### src/rtl/demux_write_arbiter.sv
`default_nettype none
// ============================================================================
//  Module      : demux_write_arbiter
//  Description : Round-robin arbiter sharing one registered 1-to-16 demux
//                write slot between four requesters, with a valid/ready
//                handshake toward the sink and a one-hot write-enable vector.
//                Optional per-destination lock scoreboard enabled by macro
//                DEMUX_WRITE_ARBITER_DEST_LOCK_EN.
//  Revision    : 1.0 - initial release
// ============================================================================
module demux_write_arbiter #(
   parameter int bits = 16
) (
   input  logic            clock,
   input  logic            reset_n,
   input  logic [3:0]      req,
   input  logic [3:0]      dest_0,
   input  logic [3:0]      dest_1,
   input  logic [3:0]      dest_2,
   input  logic [3:0]      dest_3,
   input  logic [bits-1:0] data_0,
   input  logic [bits-1:0] data_1,
   input  logic [bits-1:0] data_2,
   input  logic [bits-1:0] data_3,
   output logic [3:0]      ack,
   output logic            out_valid,
   input  logic            out_ready,
   output logic [3:0]      out_select,
   output logic [bits-1:0] out_data,
   output logic [15:0]     out_wen,
   // Per-destination busy clear ("release" is a reserved word)
   input  logic [15:0]     release_dest
);

   localparam int c_NUM_REQ = 4;

   typedef enum logic [0:0] {
      ST_EMPTY = 1'b0,
      ST_FULL  = 1'b1
   } state_t;

   state_t          r_state;
   state_t          w_state_next;
   logic [1:0]      r_ptr;
   logic [3:0]      r_select;
   logic [bits-1:0] r_data;
   logic [15:0]     r_wen;

   logic [3:0]      w_dest [c_NUM_REQ];
   logic [bits-1:0] w_data [c_NUM_REQ];
   logic [3:0]      w_eligible;
   logic            w_found;
   logic [1:0]      w_winner;
   logic [1:0]      w_idx;
   logic            w_load;
   logic [3:0]      w_dest_win;
   logic [bits-1:0] w_data_win;

   assign w_dest[0] = dest_0;
   assign w_dest[1] = dest_1;
   assign w_dest[2] = dest_2;
   assign w_dest[3] = dest_3;
   assign w_data[0] = data_0;
   assign w_data[1] = data_1;
   assign w_data[2] = data_2;
   assign w_data[3] = data_3;

`ifdef DEMUX_WRITE_ARBITER_DEST_LOCK_EN
   logic [15:0] r_busy;
   logic [15:0] w_busy_set;

   // A requester whose destination is still locked is skipped, not waited on
   always_comb begin
      w_eligible = '0;
      for (int i = 0; i < c_NUM_REQ; i++) begin
         w_eligible[i] = req[i] & ~r_busy[w_dest[i]];
      end
   end

   assign w_busy_set = w_load ? (16'b1 << w_dest_win) : 16'b0;

   // Busy scoreboard: a new lock on the load edge beats a same-edge release
   always_ff @(posedge clock or negedge reset_n) begin
      if (!reset_n) begin
         r_busy <= '0;
      end else begin
         r_busy <= (r_busy & ~release_dest) | w_busy_set;
      end
   end
`else
   logic w_unused_release;

   assign w_eligible       = req;
   assign w_unused_release = ^release_dest;
`endif

   // Round-robin search starting at the pointer, ascending with wrap
   always_comb begin
      w_found  = 1'b0;
      w_winner = r_ptr;
      w_idx    = r_ptr;
      for (int k = 0; k < c_NUM_REQ; k++) begin
         w_idx = r_ptr + 2'(k);
         if (!w_found && w_eligible[w_idx]) begin
            w_found  = 1'b1;
            w_winner = w_idx;
         end
      end
   end

   assign w_dest_win = w_dest[w_winner];
   assign w_data_win = w_data[w_winner];

   // Slot can take a new write when empty or when the sink drains it this cycle;
   // reset_n gating keeps ack low for the whole reset interval
   assign w_load = reset_n & w_found & ((r_state == ST_EMPTY) | out_ready);
   assign ack    = w_load ? (4'b1 << w_winner) : 4'b0;

   // Slot state register
   always_ff @(posedge clock or negedge reset_n) begin
      if (!reset_n) begin
         r_state <= ST_EMPTY;
      end else begin
         r_state <= w_state_next;
      end
   end

   // Slot next-state: fill on load, drain when the sink accepts with nothing new
   always_comb begin
      w_state_next = r_state;
      case (r_state)
         ST_EMPTY: begin
            if (w_load) begin
               w_state_next = ST_FULL;
            end
         end
         ST_FULL: begin
            if (out_ready && !w_load) begin
               w_state_next = ST_EMPTY;
            end
         end
         default: w_state_next = ST_EMPTY;
      endcase
   end

   // Slot payload and pointer: capture the winner on load, clear wen on drain
   always_ff @(posedge clock or negedge reset_n) begin
      if (!reset_n) begin
         r_select <= '0;
         r_data   <= '0;
         r_wen    <= '0;
         r_ptr    <= '0;
      end else if (w_load) begin
         r_select <= w_dest_win;
         r_data   <= w_data_win;
         r_wen    <= 16'b1 << w_dest_win;
         r_ptr    <= w_winner + 2'd1;
      end else if ((r_state == ST_FULL) && out_ready) begin
         r_wen    <= '0;
      end
   end

   assign out_valid  = (r_state == ST_FULL);
   assign out_select = r_select;
   assign out_data   = r_data;
   assign out_wen    = r_wen & {16{out_valid}};

endmodule
`default_nettype wire

### config.mk
export PLATFORM = sky130hd
export DESIGN_NAME = demux_write_arbiter
export DESIGN_NICKNAME = d
export VERILOG_FILES = /design/src/rtl/demux_write_arbiter.sv
export SDC_FILE = /design/constraint.sdc
export NUM_CORES = 1
export LEC_CHECK = 0
export BUFFER_PORTS_ARGS = -buffer_cell sky130_fd_sc_hd__buf_2
export CAP_MARGIN = 20
export CORE_MARGIN = 10
export CORE_UTILIZATION = 44
export DETAILED_ROUTE_END_ITERATION = 6
export PLACE_DENSITY = 0.77
export SLEW_MARGIN = 20
export SYNTH_ARGS = -nofsm -noshare
export SYNTH_HDL_FRONTEND = slang
export SYNTH_SLANG_ARGS = --single-unit
### constraint.sdc
create_clock -name clock -period 2.5 [get_ports clock]
set_clock_uncertainty 0.1 [all_clocks]
set_input_delay 0.375 -clock clock [delete_from_list [all_inputs] [get_ports clock]]
set_output_delay 0.375 -clock clock [all_outputs]
set_load 0.01 [all_outputs]
==> results.toml <==
[sta]
min_period_over_period_pct = 95.4
setup_tns_ns = 0
hold_violations = 0
slew_viol_final = 0
fmax_mhz = 419
relSlewSlack_pct = 55.7
layout_min_cycle_time_ns = 2.39
tightest_slew_ns = 0.655
setup_viol = 0

[clock_tree]
cts_max_level = 2
cts_buffers = 5
clk_path_buf_depth = 2
clk_latency_ns = 0.29
root_buffer = "clkbuf_8"
ctsHoldBuffers = 0
cts_sinks = 39
clk_pin_slew_ns = 0.07
cts_tree = "built"

[pwr]
p_per_area_mw_per_mm2 = 875
peakVddDrop_v = 0.000451
p_leak_nw = 1.79

[layout]
diodes = 0
design_area_mm2 = 0.00342
syn_to_final_growth_pct = 35.5
fin_nets = 485
drive_gt1_share_pct = 48.0

[routing]
drc = 0
viasPerCell = 5.25
met3WireLength_um = 560
vias = 2370
drtPass1Iterations = 4
met1Wirelength_mm = 2.92
drt-total-wl_mm = 7.52
route.met2.wl_mm = 3.96
top_layer = "met4"
drtAntennaViolNets = 0
drtIter0Drc = 98
wl_per_cell_um = 16.7

[synth]
synth_area_mm2 = 0.00252
synth.ff_latch_count = 39
synth_edf_count = 0
ys_types = 37
synth_top_area_share_pct = 38.7
yosysMostFrequentCell = "dfrtp_1"
netlist_top_cells_area = "dfrtp_1 39%, mux2i_1 14%, mux2_2 8.0%"
synth.avg_cell_area_um2 = 10.4
synth_top_cell_by_area = "dfrtp_1"
synthTopCellsByCount = "39 x dfrtp_1, 36 x mux2i_1, 27 x nand2_1"
ys_seq_area_share_pct = 38.7
ys_async_sr_fraction_pct = 100
syn_nets = 350
synth_flop_cell = "dfrtp_1"
synth_warnings = 0
syn_inst = 243

[floorplan]
dieWidth_um = 95.7
core_area_mm2 = 0.00554
row_count = 27
die_y_um = 95.7
initial_utilization_pct = 45.5
io_pins = 144
die-area_mm2 = 0.00916

[worst_hold_path]
min_path_type = "in -> async"

[worst_setup_path]
setup.worst_path.class = "reg -> out"
startpoint = "r_ptr[0]$_DFFE_PN0P_"
start_kind = "flop"
worstPathArrival_ns = 1.91
rrSetupSlack_ns = 0.12
end_kind = "output pin"
cp.required_ns = 2.03
timing.rr.start = "r_ptr[0]$_DFFE_PN0P_"
cp_max_fo = 4

[placement]
hpwl_mm = 6.07
place_congestion = 0.885
port_buffers = 127
post_dp_cell_area_mm2 = 0.00326

[global_route]
grt_antenna_before_repair = 0
grt_pass1_wl_mm = 12.2
grt-ovfl-total = 0
track_usage_pct = 16.6
grt_pass1_vias = 2509
grt_max_degree = 40

[outcome]
status = "completed"

[run]
drv_cap = 0
==> logic make-up after synthesis <==
family          share of synthesized area, %
compound gates                          17.7
fa+ha+maj                               1.98
buf+inv                                 4.02
flops                                   38.7
mux                                     23.4
simple gates                            14.2
==> final timing paths <==
path / cells after the start / endpoint
setup reg to reg: 7 / r_wen[0]$_DFFE_PN0P_
setup / recovery: 8 / ack[3]
max in group asynchronous: 2 / out_data[5]$_DFFE_PN0P_
hold reg to reg: 2 / out_data[13]$_DFFE_PN0P_
hold / removal: 2 / r_wen[3]$_DFFE_PN0P_
min in group clock: 3 / out_valid$_DFF_PN0_
==> layout make-up <==
cell class	instances	area, um^2
repair buffers	143	768
flip-flops and latches	39	976
clock buffers	6	82.6
multi-input cells	186	1450
fillers	517	2120
well taps	72	90.1
clock inverters	2	35.0
inverters	3	11.3
==> what timing repair did <==
action / CTS / global route
gates resized for setup: 0 / 3
pin swaps: 2 / 0
setup buffers: 4 / 0
endpoints found under the setup margin: 2 / 6
==> where the power goes <==
group | switching [mW] | internal [mW] | leakage (nW)
clock network | 0.220 | 0.323 | 0.0612
logic | 0.801 | 0.735 | 1.23
registers | 0.0968 | 0.814 | 0.501
total | 1.12 | 1.87 | 1.79
==> critical path, cell delays in order, from the launching register on <==
cell      delay, ns
dfrtp_1        0.41
nand2b_4       0.16
a21boi_0       0.12
o211a_1        0.23
buf_4          0.15
buf_4          0.13
ha_1           0.17
and2_1         0.13
buf_2          0.13
==> layout by cell type, fill, tap and decap left out, drive strengths merged, types with 2 or more instances in the layout <==
| master | synthesis | final |
|---|---|---|
| a211o | 2 | 2 |
| a211oi | 3 | 3 |
| a21oi | 3 | 3 |
| a32o | 12 | 12 |
| and2 | 20 | 20 |
| and3 | 2 | 2 |
| buf | 7 | 143 |
| clkbuf | 8 | 6 |
| dfrtp | 39 | 39 |
| ha | 4 | 4 |
| inv | 3 | 3 |
| mux2 | 18 | 18 |
| mux2i | 38 | 38 |
| nand2 | 27 | 27 |
| nand2b | 3 | 3 |
| nand3 | 6 | 6 |
| nand4 | 2 | 2 |
| nor2 | 5 | 5 |
| nor2b | 2 | 2 |
| o21ai | 23 | 23 |
| o31ai | 5 | 5 |
==> metrics by stage <==
stage          power [mW]  utilization, %  hold slack (ns)  setup WS (ns)  std cells
3_3_place_gp         2.37            58.9            0.356          0.116        439
5_1_grt              3.22            61.7           0.0891       -0.00172        451
3_5_place_dp         2.42            58.9            0.364         0.0454        439
6_report             2.99            61.7           0.0601          0.114        451
2_1_floorplan        1.93               -          -0.0206          0.234        243
4_1_cts              3.01            61.5           0.0782         0.0801        451
==> layer usage <==
layer  vias up  global-route usage [%]
li1       1160                       -
met1      1124                    18.7
met2        80                    30.4
met3         6                    4.20
met4         0                    4.42
met5         -                       0
==> registers in the layout (all words and copies together), names as in the netlist <==
signal / cells
r_ptr: 2
out_data: 16
out_select: 4
r_wen: 16
out_valid: 1
Note: power is estimated with default switching activity, not from simulation.
